### config.mk
export PLATFORM = sky130hd
export DESIGN_NAME = guess_sweep_ctrl_flat
export DESIGN_NICKNAME = d
export VERILOG_FILES = /design/src/rtl/guess_sweep_ctrl_if.sv /design/src/rtl/guess_sweep_ctrl.sv /design/src/flat_wrapper.sv
export SDC_FILE = /design/constraint.sdc
export NUM_CORES = 1
export LEC_CHECK = 0
export BUFFER_PORTS_ARGS = -buffer_cell sky130_fd_sc_hd__buf_2
export CAP_MARGIN = 40
export CORE_MARGIN = 2
export CORE_UTILIZATION = 40
export DETAILED_ROUTE_END_ITERATION = 7
export PLACE_DENSITY_LB_ADDON = 0.3
export SETUP_SLACK_MARGIN = 0.4
export SYNTH_ARGS = -nofsm -noshare
export SYNTH_HDL_FRONTEND = slang
export SYNTH_SLANG_ARGS = --single-unit
### constraint.sdc
create_clock -name CLK_50 -period 5.3 [get_ports CLK_50]
set_input_delay 0.265 -clock CLK_50 [delete_from_list [all_inputs] [get_ports CLK_50]]
set_output_delay 0.265 -clock CLK_50 [all_outputs]
set_load 0.005 [all_outputs]
### src/rtl/guess_sweep_ctrl_if.sv
// Handshake and result bundle between guess_sweep_ctrl and its environment.
// master = the sweep controller, slave = stimulus/transmitter/observer side.
interface guess_sweep_ctrl_if #(
    parameter int CNT_W = 16
);
    logic             START;
    logic [7:0]       DATA_IN;
    logic             TX_ACK;
    logic             TX_REQ;
    logic [7:0]       TX_BYTE;
    logic             BUSY;
    logic             DONE;
    logic             FOUND;
    logic [7:0]       BEST_BYTE;
    logic [CNT_W+1:0] BEST_CYC;
    logic [7:0]       TO_CNT;

    modport master (
        input  START, DATA_IN, TX_ACK,
        output TX_REQ, TX_BYTE, BUSY, DONE, FOUND, BEST_BYTE, BEST_CYC, TO_CNT
    );

    modport slave (
        output START, DATA_IN, TX_ACK,
        input  TX_REQ, TX_BYTE, BUSY, DONE, FOUND, BEST_BYTE, BEST_CYC, TO_CNT
    );
endinterface

### src/rtl/guess_sweep_ctrl.sv
// Sweeps candidate bytes through a transmitter and keeps the guess with the longest NO latency.
// Optional macro GUESS_AVG4_EN: each guess is framed 4 times and the latencies are summed.
//
// state      | meaning
// S_IDLE     | waiting for START, results held
// S_ISSUE    | one-cycle frame request for the current guess
// S_WAIT_ACK | waiting for the transmitter to finish the frame
// S_MEASURE  | counting reply latency, watching for YES/NO/timeout
// S_RECORD   | compare metric against best, advance guess
// S_FINISH   | one-cycle DONE pulse
module guess_sweep_ctrl #(
    parameter logic [7:0]  FIRST_GUESS = 8'h06,
    parameter logic [7:0]  LAST_GUESS  = 8'hFF,
    parameter int          CNT_W       = 16,
    parameter int unsigned TIMEOUT_CYC = 16'hFFFF
) (
    input logic                CLK_50,
    input logic                RST_N,
    guess_sweep_ctrl_if.master bus
);
    localparam int               MW       = CNT_W + 2;
    localparam logic [7:0]       BYTE_YES = 8'h03;
    localparam logic [7:0]       BYTE_NO  = 8'h04;
    localparam logic [CNT_W-1:0] TO_LIM   = CNT_W'(TIMEOUT_CYC);
`ifdef GUESS_AVG4_EN
    localparam logic [1:0]       LAST_REP = 2'd3;
`else
    localparam logic [1:0]       LAST_REP = 2'd0;
`endif

    typedef enum logic [2:0] {
        S_IDLE, S_ISSUE, S_WAIT_ACK, S_MEASURE, S_RECORD, S_FINISH
    } state_t;

    state_t           state, state_next;
    logic [7:0]       guess;
    logic [CNT_W-1:0] cnt, cnt_inc;
    logic [MW-1:0]    sum, sum_next;
    logic [1:0]       rep;
    logic             skip;
    logic             found;
    logic [7:0]       best_byte;
    logic [MW-1:0]    best_cyc;
    logic [7:0]       to_cnt;
    logic             is_yes, is_no, is_to;

    always_ff @(posedge CLK_50 or negedge RST_N) begin
        if (!RST_N) state <= S_IDLE;
        else        state <= state_next;
    end

    always_comb begin
        cnt_inc    = (&cnt) ? cnt : cnt + 1'b1;
        is_yes     = (bus.DATA_IN == BYTE_YES);
        is_no      = (bus.DATA_IN == BYTE_NO);
        // a reply arriving on the timeout cycle itself still wins
        is_to      = !is_yes && !is_no && (cnt_inc == TO_LIM);
        sum_next   = sum + MW'(cnt_inc);
        state_next = state;
        case (state)
            S_IDLE:     if (bus.START) state_next = S_ISSUE;
            S_ISSUE:    state_next = S_WAIT_ACK;
            S_WAIT_ACK: if (bus.TX_ACK) state_next = S_MEASURE;
            S_MEASURE: begin
                if (is_yes)     state_next = S_FINISH;
                else if (is_to) state_next = S_RECORD;
                else if (is_no) state_next = (rep == LAST_REP) ? S_RECORD : S_ISSUE;
            end
            S_RECORD:   state_next = (guess == LAST_GUESS) ? S_FINISH : S_ISSUE;
            S_FINISH:   state_next = S_IDLE;
            default:    state_next = S_IDLE;
        endcase
    end

    always_ff @(posedge CLK_50 or negedge RST_N) begin
        if (!RST_N) begin
            guess     <= FIRST_GUESS;
            cnt       <= '0;
            sum       <= '0;
            rep       <= '0;
            skip      <= 1'b0;
            found     <= 1'b0;
            best_byte <= '0;
            best_cyc  <= '0;
            to_cnt    <= '0;
        end else begin
            case (state)
                S_IDLE: begin
                    if (bus.START) begin
                        guess     <= FIRST_GUESS;
                        sum       <= '0;
                        rep       <= '0;
                        skip      <= 1'b0;
                        found     <= 1'b0;
                        best_byte <= '0;
                        best_cyc  <= '0;
                        to_cnt    <= '0;
                    end
                end
                S_WAIT_ACK: if (bus.TX_ACK) cnt <= '0;
                S_MEASURE: begin
                    cnt <= cnt_inc;
                    if (is_yes) begin
                        best_byte <= guess;
                        best_cyc  <= MW'(cnt_inc);
                        found     <= 1'b1;
                    end else if (is_no) begin
                        sum <= sum_next;
                        rep <= rep + 2'd1;
                    end else if (is_to) begin
                        skip <= 1'b1;
                        if (to_cnt != 8'hFF) to_cnt <= to_cnt + 8'd1;
                    end
                end
                S_RECORD: begin
                    // strict compare so ties keep the earlier guess
                    if (!skip && (sum > best_cyc)) begin
                        best_byte <= guess;
                        best_cyc  <= sum;
                    end
                    if (guess != LAST_GUESS) guess <= guess + 8'd1;
                    sum  <= '0;
                    rep  <= '0;
                    skip <= 1'b0;
                end
                default: ;
            endcase
        end
    end

    assign bus.TX_REQ    = (state == S_ISSUE);
    assign bus.TX_BYTE   = guess;
    assign bus.BUSY      = (state != S_IDLE);
    assign bus.DONE      = (state == S_FINISH);
    assign bus.FOUND     = found;
    assign bus.BEST_BYTE = best_byte;
    assign bus.BEST_CYC  = best_cyc;
    assign bus.TO_CNT    = to_cnt;
endmodule

### src/flat_wrapper.sv
// flat-port wrapper written by rule: the top's interface ports become plain ports
module guess_sweep_ctrl_flat 
#(
    parameter logic [7:0]  FIRST_GUESS = 8'h06,
    parameter logic [7:0]  LAST_GUESS  = 8'hFF,
    parameter int          CNT_W       = 16,
    parameter int unsigned TIMEOUT_CYC = 16'hFFFF
)
  (CLK_50, RST_N, bus_START, bus_DATA_IN, bus_TX_ACK, bus_TX_REQ, bus_TX_BYTE, bus_BUSY, bus_DONE, bus_FOUND, bus_BEST_BYTE, bus_BEST_CYC, bus_TO_CNT);
  guess_sweep_ctrl_if #(.CNT_W(CNT_W)) bus_i ();
  input logic CLK_50;
  input logic RST_N;
  input wire logic [$bits(bus_i.START)-1:0] bus_START;
  input wire logic [$bits(bus_i.DATA_IN)-1:0] bus_DATA_IN;
  input wire logic [$bits(bus_i.TX_ACK)-1:0] bus_TX_ACK;
  output wire logic [$bits(bus_i.TX_REQ)-1:0] bus_TX_REQ;
  output wire logic [$bits(bus_i.TX_BYTE)-1:0] bus_TX_BYTE;
  output wire logic [$bits(bus_i.BUSY)-1:0] bus_BUSY;
  output wire logic [$bits(bus_i.DONE)-1:0] bus_DONE;
  output wire logic [$bits(bus_i.FOUND)-1:0] bus_FOUND;
  output wire logic [$bits(bus_i.BEST_BYTE)-1:0] bus_BEST_BYTE;
  output wire logic [$bits(bus_i.BEST_CYC)-1:0] bus_BEST_CYC;
  output wire logic [$bits(bus_i.TO_CNT)-1:0] bus_TO_CNT;
  assign bus_i.START = bus_START;
  assign bus_i.DATA_IN = bus_DATA_IN;
  assign bus_i.TX_ACK = bus_TX_ACK;
  assign bus_TX_REQ = bus_i.TX_REQ;
  assign bus_TX_BYTE = bus_i.TX_BYTE;
  assign bus_BUSY = bus_i.BUSY;
  assign bus_DONE = bus_i.DONE;
  assign bus_FOUND = bus_i.FOUND;
  assign bus_BEST_BYTE = bus_i.BEST_BYTE;
  assign bus_BEST_CYC = bus_i.BEST_CYC;
  assign bus_TO_CNT = bus_i.TO_CNT;
  guess_sweep_ctrl #(.FIRST_GUESS(FIRST_GUESS), .LAST_GUESS(LAST_GUESS), .CNT_W(CNT_W), .TIMEOUT_CYC(TIMEOUT_CYC)) u_core (.CLK_50(CLK_50), .RST_N(RST_N), .bus(bus_i));
endmodule
==> results of run 1 <==
[critical path: cells and delay by family, from the launching register on]
| family | cells | cell delay (ps) |
|---|---|---|
| compound gates | 4 | 1130 |
| fa+ha+maj | 3 | 1130 |
| flops | 1 | 520 |
| simple gates | 5 | 1290 |
| xor+xnor | 1 | 260 |
[through the flow]
step / std cells / setup slack (ps) / util (%) / instance area (um2)
floorplan: 628 / 1360 / - / 5590
global placement: 835 / 955 / 43.4 / 5970
detailed placement: 838 / 790 / 43.8 / 6030
CTS: 855 / 761 / 45.9 / 6320
global route: 855 / 615 / 45.9 / 6330
finish: 855 / 841 / 45.9 / 6330
[metal layers]
| layer | part of all wire, % | vias up | track usage, % |
|---|---|---|---|
| met5 | 0 | - | 0 |
| met4 | 1.8 | 0 | 5.96 |
| met3 | 5.4 | 23 | 5.20 |
| met2 | 48 | 148 | 33.6 |
| met1 | 45 | 2340 | 26.2 |
| li1 | - | 2364 | - |
[final timing paths]
path / from / endpoint / slack, ps
worst max-delay path: u_core.cnt[0] / u_core.sum[10] / 840
worst min-delay path: bus_START / u_core.bus.TX_BYTE[2] / 350
worst max register to register: u_core.cnt[0] / u_core.sum[10] / 840
worst min register to register: u_core.bus.FOUND / u_core.bus.FOUND / 490
max in group asynchronous: RST_N / u_core.bus.TX_BYTE[2] / 4190
min in group asynchronous: RST_N / u_core.bus.BEST_BYTE[4] / 440
[synth_stat cells (5+ instances only)]
cell type	instances
o31ai_1	6
and3_1	7
and2_1	16
xor2_1	8
inv_1	44
ha_1	38
buf_2	9
nand3_1	28
clkbuf_1	17
or4_1	7
a211oi_1	6
nand2b_1	8
nand2_1	44
o21a_1	7
nor3_1	6
a21oi_1	51
xnor2_1	16
nand4_1	10
a31oi_1	5
a21o_1	22
nor2_1	47
a22o_1	14
o21ai_0	41
dfrtp_1	81
[cell type report]
type | count | share of cell area (%)
Clock buffer | 9 | 3.56
Clock inverter | 7 | 0.830
Inverter | 44 | 2.61
Multi-Input combinational cell | 468 | 50.5
Sequential cell | 83 | 32.9
Tap cell | 180 | 3.56
Timing Repair Buffer | 64 | 6.05
[repair_timing]
item	4_1_cts	5_1_grt
setup endpoints to repair	0	1
hold buffers	1	0
hold endpoints to repair	37	0
resized for setup	0	1
[kinds of logic (layout without fill, tap and decap cells)]
logic type / Yosys count / count (layout) / synth area share (%)
flip-flops: 83 / 83 / 37.2
XOR/XNOR: 24 / 24 / 3.76
AO/OA/AOI/OAI: 192 / 192 / 23.1
multiplexers: 7 / 7 / 1.34
AND/OR/NAND/NOR: 206 / 206 / 19.9
buffers and inverters: 77 / 124 / 5.86
adder cells (fa/ha/maj): 39 / 39 / 8.86
[where the power goes]
part,switching [W],internal [W],leakage [nW]
clock network,0.000279,0.000321,0.136
logic,0.000419,0.000315,1.81
registers,0.000142,0.000739,1.09
total,0.000840,0.00138,3.04
[state kept, by name, summed over array words and instances, names as in the netlist]
register	cells
u_core.cnt	16
u_core.rep	2
u_core.bus.TO_CNT	8
u_core.bus.TX_BYTE	8
u_core.bus.BEST_CYC	18
u_core.sum	18
u_core.state	3
u_core.skip	1
u_core.bus.FOUND	1
u_core.bus.BEST_BYTE	8
==> results.json, run 1 <==
{
  "status": "finished clean",
  "timing.slew.headroom_pct": 54.6,
  "clk_latency_ps": 350,
  "drc": 0,
  "clockBufferDepth": 2,
  "holdPathStages": 3,
  "async_reset_ff_share_pct": 100,
  "die_h_um": 122,
  "cp_cell_sequence": "ha_1, and4_1, nand2b_1, xor2_1, ha_1, fa_1, a211oi_1, nor2_1, o41ai_2, o21ba_2, nor2_1, or3_1, a32o_1",
  "cap_violations": 0,
  "p_leak_nw": 3.04,
  "clkTransAtPathRegs_ps": 70,
  "netlist_area_um2": 5590,
  "crit_type": "reg -> reg",
  "diodes": 0,
  "drt-pass1-iter-count": 7,
  "power_density_nw_per_um2": 350,
  "min_period_ps": 4460,
  "syn_nets": 679,
  "synth_top_area_share_pct": 36.3,
  "start_kind": "flip-flop",
  "reg2reg_depth": 13,
  "rows": 43,
  "root_buffer": "clkbuf_16",
  "drt-vias-per-instance": 5.70,
  "multi_input_area_um2": 3200,
  "final_common_cell": "dfrtp_1",
  "yosys_warnings": 0,
  "nFillCells": 1366,
  "slowest_delay_ps": 520,
  "tns_ps": 0,
  "grt_max_degree": 46,
  "finalHoldViolCount": 0,
  "synth_ff_type": "dfrtp_1",
  "drv_slew": 0,
  "hpwl_mm": 10.8,
  "syn_to_final_growth_pct": 13.2,
  "clock_sinks": 83,
  "die_area_um2": 14900,
  "holdWs_ps": 352,
  "overflow": 0,
  "power_w": 0.00222,
  "regArea_um2": 2080,
  "start_util_pct": 40.6,
  "slowest_stage": "dfrtp_1",
  "synth_area_leaders": "dfrtp_1 36%, ha_1 8.5%, a21oi_1 4.6%",
  "setup_violations": 0,
  "vias": 4875,
  "grt_antenna_before_repair": 0,
  "numCtsBuffers": 9,
  "cp_max_fo": 10,
  "gp_congestion": 0.920,
  "synth_cell_types": 76,
  "hold_path_class": "in -> reg",
  "grt_setup_unrepaired": "no",
  "final_cell_mix": "81 x dfrtp_1, 56 x buf_2, 51 x a21oi_1",
  "syn_avg_cell_area_um2": 8.90,
  "worst_pin_slew_ps": 681,
  "finalCritPeriodShare_pct": 84.1,
  "drtAntennaViolNets": 0,
  "ir_drop_mv": 0.245,
  "synth_edf_count": 0,
  "arrival_ps": 4690,
  "synth_seq_area_share_pct": 37.2,
  "core_area_um2": 13800,
  "grt_pass1_wl_mm": 23.7,
  "routedWlPerCell_um": 17.2,
  "ioPinCount": 58,
  "nets": 721,
  "grt_pass1_vias": 4638,
  "die_x_um": 122,
  "cts_tree": "built",
  "yosysTopAreaCell": "dfrtp_1",
  "ys_ff_latch": 83,
  "postCtsSetupRepairBufs": 0,
  "max_freq_mhz": 224,
  "netlist_instances": 628,
  "wirelength_mm": 14.7,
  "drive_above_1_share_pct": 15.4,
  "port_buffers": 57,
  "finClkSkew_ps": 8.14,
  "ctsHtreeMaxLevel": 3,
  "drt_iter0_drc": 300,
  "grt_util_all_layers_pct": 20.3,
  "crit_path_end_kind": "flip-flop",
  "cp.required_ps": 5540
}
No activity file was read; power rests on OpenSTA's default activity.
==> run 2: changes to the inputs <==
clock period = 4.2 ns   (was 5.3 ns; I/O delays follow)
==> run 2 against run 1 <==
Clock power rose by 27%. Register-to-register slack got worse by 270 ps. Cell count up 1.2%. Clock-buffer cell count is the same. Critical path type unchanged. Critical endpoint unchanged.
==> results.json, run 2 (synthesis results as in run 1) <==
{
  "grt_pass1_vias": 4724,
  "cp_max_fo": 9,
  "rows": 43,
  "vias": 4930,
  "r2r_slack_ps": 570,
  "die_h_um": 122,
  "final_cell_mix": "74 x dfrtp_1, 56 x buf_2, 51 x a21oi_1",
  "preCtsSetupSlack_ps": 407,
  "routedWlPerCell_um": 17.0,
  "p_leak_nw": 3.05,
  "start_kind": "flip-flop",
  "numCtsBuffers": 9,
  "crit_start": "u_core.cnt[0]",
  "worstReg2RegStart": "u_core.cnt[0]",
  "finalHoldViolCount": 0,
  "power.switching_w": 0.00108,
  "setup_ws_ps": 568,
  "core_area_um2": 13800,
  "p_int_w": 0.00177,
  "hold_path_class": "in -> reg",
  "port_buffers": 57,
  "die_area_um2": 14900,
  "status": "finished clean",
  "grt_antenna_before_repair": 0,
  "drive_above_1_share_pct": 17.8,
  "pwr-share-clk_pct": 26.8,
  "grt_pass1_wl_mm": 23.7,
  "swShare_pct": 37.9,
  "finClkSkew_ps": 7.93,
  "cap_violations": 0,
  "timing.slew.headroom_pct": 51.1,
  "setup_violations": 0,
  "drt-pass1-iter-count": 4,
  "power_density_nw_per_um2": 445,
  "cts_tree": "built",
  "drtAntennaViolNets": 0,
  "power_frac_comb_pct": 34.7,
  "clk_latency_ps": 350,
  "max_freq_mhz": 275,
  "ctsHtreeMaxLevel": 3,
  "ir_drop_mv": 0.241,
  "tns_ps": 0,
  "regArea_um2": 2090,
  "drc": 0,
  "arrival_ps": 3860,
  "seqPwrFrac_pct": 38.5,
  "die_x_um": 122,
  "grt_setup_unrepaired": "no",
  "nets": 731,
  "clockBufferDepth": 2,
  "root_buffer": "clkbuf_16",
  "diodes": 0,
  "gp_congestion": 0.895,
  "grt_max_degree": 62,
  "cp-endpoint": "u_core.sum[10]",
  "r2r-end": "u_core.sum[10]",
  "drt-vias-per-instance": 5.70,
  "grt_util_all_layers_pct": 20.4,
  "drt_iter0_drc": 402,
  "start_util_pct": 40.6,
  "finalCritPeriodShare_pct": 86.5,
  "holdPathStages": 3,
  "cp.required_ps": 4430,
  "multi_input_area_um2": 3200,
  "crit_type": "reg -> reg",
  "clock_sinks": 83,
  "syn_to_final_growth_pct": 14.6,
  "hpwl_mm": 11.0,
  "clkTransAtPathRegs_ps": 70,
  "reg2reg_depth": 14,
  "power_w": 0.00285,
  "wirelength_mm": 14.7,
  "min_period_ps": 3630,
  "worst_pin_slew_ps": 732,
  "drv_slew": 0,
  "crit_path_end_kind": "flip-flop",
  "final_common_cell": "dfrtp_1",
  "overflow": 0,
  "nFillCells": 1329,
  "ioPinCount": 58
}
[run 2: cell count changes in the layout (fill, tap and decap cells not counted), sizes merged]
cell | before | now
buf | 63 | 73
clkinv | 4 | 2
clkinvlp | 1 | 4
inv | 46 | 45
[run 2: final cells by class]
cell class | count | area share, %
repair buffers | 74 | 6.84
clock buffers | 9 | 3.52
flip-flops and latches | 83 | 32.6
multi-input cells | 468 | 50.0
well taps | 180 | 3.52
clock inverters | 7 | 0.996
inverters | 44 | 2.58
[run 2: how the worst min path moves through the flow]
stage | start | endpoint | slack, ps
2_1_floorplan | RST_N | u_core.bus.BEST_BYTE[0] | -90
3_3_place_gp | u_core.bus.FOUND | u_core.bus.FOUND | 460
3_5_place_dp | RST_N | u_core.bus.BEST_BYTE[4] | 140
4_1_cts | bus_START | u_core.bus.TX_BYTE[2] | 270
5_1_grt | bus_START | u_core.bus.TX_BYTE[2] | 300
6_report | bus_START | u_core.bus.TX_BYTE[2] | 280
[run 2: power groups by stage]
stage / Clock (W) / Combinational [W] / Sequential [W]
finish: 0.000764 / 0.000988 / 0.00110
global route: 0.000823 / 0.00110 / 0.00112
CTS: 0.000789 / 0.000971 / 0.00109
detailed placement: 0 / 0.000964 / 0.00111
global placement: 0 / 0.000933 / 0.00110
floorplan: 0 / 0.000718 / 0.00104
[run 2: metrics by stage]
| step | hold WS (ps) | std cells | util (%) | cell area (um2) |
|---|---|---|---|---|
| after floorplan | -85.6 | 628 | - | 5590 |
| after global placement | 457 | 843 | 43.8 | 6030 |
| after CTS | 270 | 861 | 46.2 | 6360 |
| after global routing | 297 | 865 | 46.5 | 6400 |
| after detailed placement | 136 | 844 | 44.0 | 6060 |
| final | 285 | 865 | 46.5 | 6400 |
[run 2: timing repair]
action | 4_1_cts | 5_1_grt
pin swaps | 0 | 0
hold buffers | 1 | 0
gates cloned | 0 | 0
resized for setup | 1 | 9
buffers inserted | 0 | 4
hold endpoints to repair | 22 | 0
setup endpoints to repair | 1 | 6
[run 2: metal layers]
metal / routed length (um) / vias up / track usage [%]
li1: - / 2380 / -
met1: 6600 / 2386 / 26.4
met2: 6920 / 126 / 33.2
met3: 702 / 38 / 4.46
met4: 514 / 0 / 8.41
met5: 0 / - / 0
[run 2: worst max-delay path, cell delays in order (launching register included)]
cell and delay [ps]:
dfrtp_2 450, ha_1 200, and4_4 310, nand2b_1 130, xor2_1 180, ha_1 240, fa_1 440, a211oi_1 280
nor2_1 120, o41ai_1 250, buf_4 180, o21ba_2 140, nor2_1 50, or3_1 300, a32o_1 250
==> run 3: changes to the inputs <==
ABC_AREA = 1   (was default)
==> run 3 against run 2 <==
Die area is 1.4% higher. Sequential share of layout area decreased by 0.90 points. Non-clock buffer count fell by 11. Clock power grew 30%.
==> results.json, run 3 <==
{
  "status": "finished clean",
  "numCtsBuffers": 9,
  "yosysTopAreaCell": "dfrtp_1",
  "power_frac_comb_pct": 47.5,
  "final_common_cell": "nand2_1",
  "grt_pass1_wl_mm": 23.6,
  "cp.required_ps": 4490,
  "synth_ff_type": "dfrtp_1",
  "worstReg2RegStart": "u_core.cnt[0]",
  "utilization_pct": 47.3,
  "holdWs_ps": 250,
  "clockBufferDepth": 2,
  "ctsHtreeMaxLevel": 3,
  "final_cell_mix": "179 x nand2_1, 98 x inv_1, 81 x o21ai_0, 81 x dfrtp_1, 75 x nor2_1",
  "power_density_nw_per_um2": 658,
  "ys_ff_latch": 83,
  "synth_area_leaders": "dfrtp_1 36%, nand2_1 12%, ha_1 8.4%",
  "gp_congestion": 0.967,
  "netlist_instances": 770,
  "min_period_ps": 3350,
  "min-delay-start": "bus_DATA_IN[4]",
  "start_kind": "flip-flop",
  "holdPathEnd": "u_core.bus.FOUND",
  "cp_max_fo": 5,
  "die_area_um2": 15200,
  "die_x_um": 123,
  "port_buffers": 57,
  "drive_above_1_share_pct": 15.9,
  "holdPathStages": 5,
  "overflow": 0,
  "clkTransAtPathRegs_ps": 70,
  "drt_iter0_drc": 342,
  "postCtsSetupRepairBufs": 0,
  "synth_cell_types": 48,
  "die_h_um": 123,
  "cap_violations": 0,
  "synth_edf_count": 0,
  "preCtsSetupSlack_ps": 756,
  "cts_tree": "built",
  "core_area_um2": 13900,
  "finClkSkew_ps": 7.19,
  "finalNonFillerCells": 1015,
  "cp_cell_sequence": "ha_1, nand2_1, nor2_1, nand2_2, nor2_8, xor2_2, ha_1, fa_1, nand2_1, inv_1, o21ai_0, nand2_1, a21boi_1, o21a_1, inv_1, nand2_1, nand2_1, a21oi_1, o21ai_0, nand2_1",
  "yosys_warnings": 0,
  "synth.most_common_cell": "nand2_1",
  "grt_max_degree": 50,
  "start_util_pct": 40.9,
  "setup_ws_ps": 853,
  "drv_slew": 0,
  "synth_top_area_share_pct": 35.7,
  "netlist_area_um2": 5670,
  "seqPwrFrac_pct": 29.4,
  "vias": 5183,
  "drtAntennaViolNets": 0,
  "worst_pin_slew_ps": 849,
  "async_reset_ff_share_pct": 100,
  "arrival_ps": 3630,
  "max_freq_mhz": 299,
  "power.switching_w": 0.00195,
  "syn_nets": 821,
  "ioPinCount": 58,
  "synth_seq_area_share_pct": 36.7,
  "pwr-share-clk_pct": 23.1,
  "p_int_w": 0.00237,
  "finalHoldViolCount": 0,
  "syn_avg_cell_area_um2": 7.37,
  "swShare_pct": 45.1,
  "finalCritPeriodShare_pct": 79.7,
  "drt-vias-per-instance": 5.11,
  "p_leak_nw": 3.26,
  "hold_path_class": "in -> reg",
  "dp_cells": 998,
  "slowest_delay_ps": 420,
  "drc": 0,
  "clock_sinks": 83,
  "grt_antenna_before_repair": 0,
  "r2r-end": "u_core.sum[12]",
  "crit_path_end_kind": "flip-flop",
  "reg2reg_depth": 20,
  "routedWlPerCell_um": 14.0,
  "slowest_stage": "dfrtp_1",
  "nets": 881,
  "root_buffer": "clkbuf_16",
  "grt_setup_unrepaired": "no",
  "drt-pass1-iter-count": 5,
  "syn_to_final_growth_pct": 15.6,
  "synth_commonest_cells": "179 x nand2_1, 98 x inv_1, 81 x dfrtp_1, 81 x o21ai_0, 75 x nor2_1",
  "rows": 43,
  "ir_drop_mv": 0.323,
  "r2r_slack_ps": 850,
  "crit_top_cell": "nand2_1",
  "clk_latency_ps": 350,
  "grt_util_all_layers_pct": 20.0,
  "wirelength_mm": 14.2,
  "diodes": 0,
  "crit_type": "reg -> reg",
  "tns_ps": 0,
  "setup_violations": 0,
  "timing.slew.headroom_pct": 43.3,
  "grt_pass1_vias": 4745,
  "hpwl_mm": 10.9
}
[run 3: cell types whose count changed after synthesis, sizes merged, moves of 14 or more]
cell / before / now
nand2: 45 / 195
inv: 44 / 103
o21ai: 41 / 91
nor2: 47 / 84
a21o: 22 / 3
and2: 16 / 1
a22o: 14 / 0
[run 3: layer usage]
metal,wire length (um),GRT usage (%)
met5,0,0
met4,392,8.88
met3,448,2.81
met2,6350,30.2
met1,7030,28.5
[run 3: repair_timing]
item                                    4_1_cts  5_1_grt
hold buffers                                  1        0
hold endpoints to repair                     46        0
resized for setup                             0        1
endpoints found under the setup margin        0        1
[run 3: worst max-delay path, delay by kind of cell (launching register included)]
family,cells,cell delay [ps]
adder cells (fa/ha/maj),3,900
AO/OA/AOI/OAI,5,880
AND/OR/NAND/NOR,9,860
flip-flops,1,420
buffers and inverters,2,110
XOR/XNOR,1,110
[run 3: final cells by class]
type	count	area [um2]
Fill cell	1374	7320
Multi-Input combinational cell	569	3140
Sequential cell	83	2080
Inverter	104	393
Timing Repair Buffer	63	348
Clock buffer	9	225
Tap cell	180	225
Clock inverter	7	146
[run 3: worst max-delay path by stage]
stage | cells past startpoint | startpoint | slack, ps | to
floorplan | 19 | u_core.cnt[0] | 1210 | u_core.sum[12]
global placement | 19 | u_core.cnt[0] | 840 | u_core.sum[12]
detailed placement | 19 | u_core.cnt[0] | 760 | u_core.sum[12]
CTS | 20 | u_core.cnt[0] | 730 | u_core.sum[12]
global route | 19 | u_core.cnt[0] | 500 | u_core.sum[12]
finish | 20 | u_core.cnt[0] | 850 | u_core.sum[12]
[run 3: kinds of logic (layout without fill, tap and decap cells)]
| logic type | count (synthesis) | count (layout) | synth area share, % |
|---|---|---|---|
| AND/OR/NAND/NOR | 350 | 350 | 27.6 |
| adder cells (fa/ha/maj) | 39 | 39 | 8.73 |
| buffers and inverters | 118 | 183 | 8.05 |
| AO/OA/AOI/OAI | 165 | 165 | 16.5 |
| flip-flops | 83 | 83 | 36.7 |
| XOR/XNOR | 15 | 15 | 2.45 |
[run 3: power by group through the flow]
stage | Combinational (W) | Sequential (W) | Clock (W)
after global routing | 0.00235 | 0.00131 | 0.00105
final | 0.00205 | 0.00127 | 0.000997
after detailed placement | 0.00204 | 0.00128 | 0
after global placement | 0.00200 | 0.00128 | 0
after floorplan | 0.00147 | 0.00124 | 0
after CTS | 0.00206 | 0.00127 | 0.00101
[run 3: metrics by stage]
step / cell area (um2) / total power (W)
6_report: 6560 / 0.00431
3_5_place_dp: 6180 / 0.00332
3_3_place_gp: 6160 / 0.00328
5_1_grt: 6560 / 0.00471
4_1_cts: 6560 / 0.00434
2_1_floorplan: 5670 / 0.00271
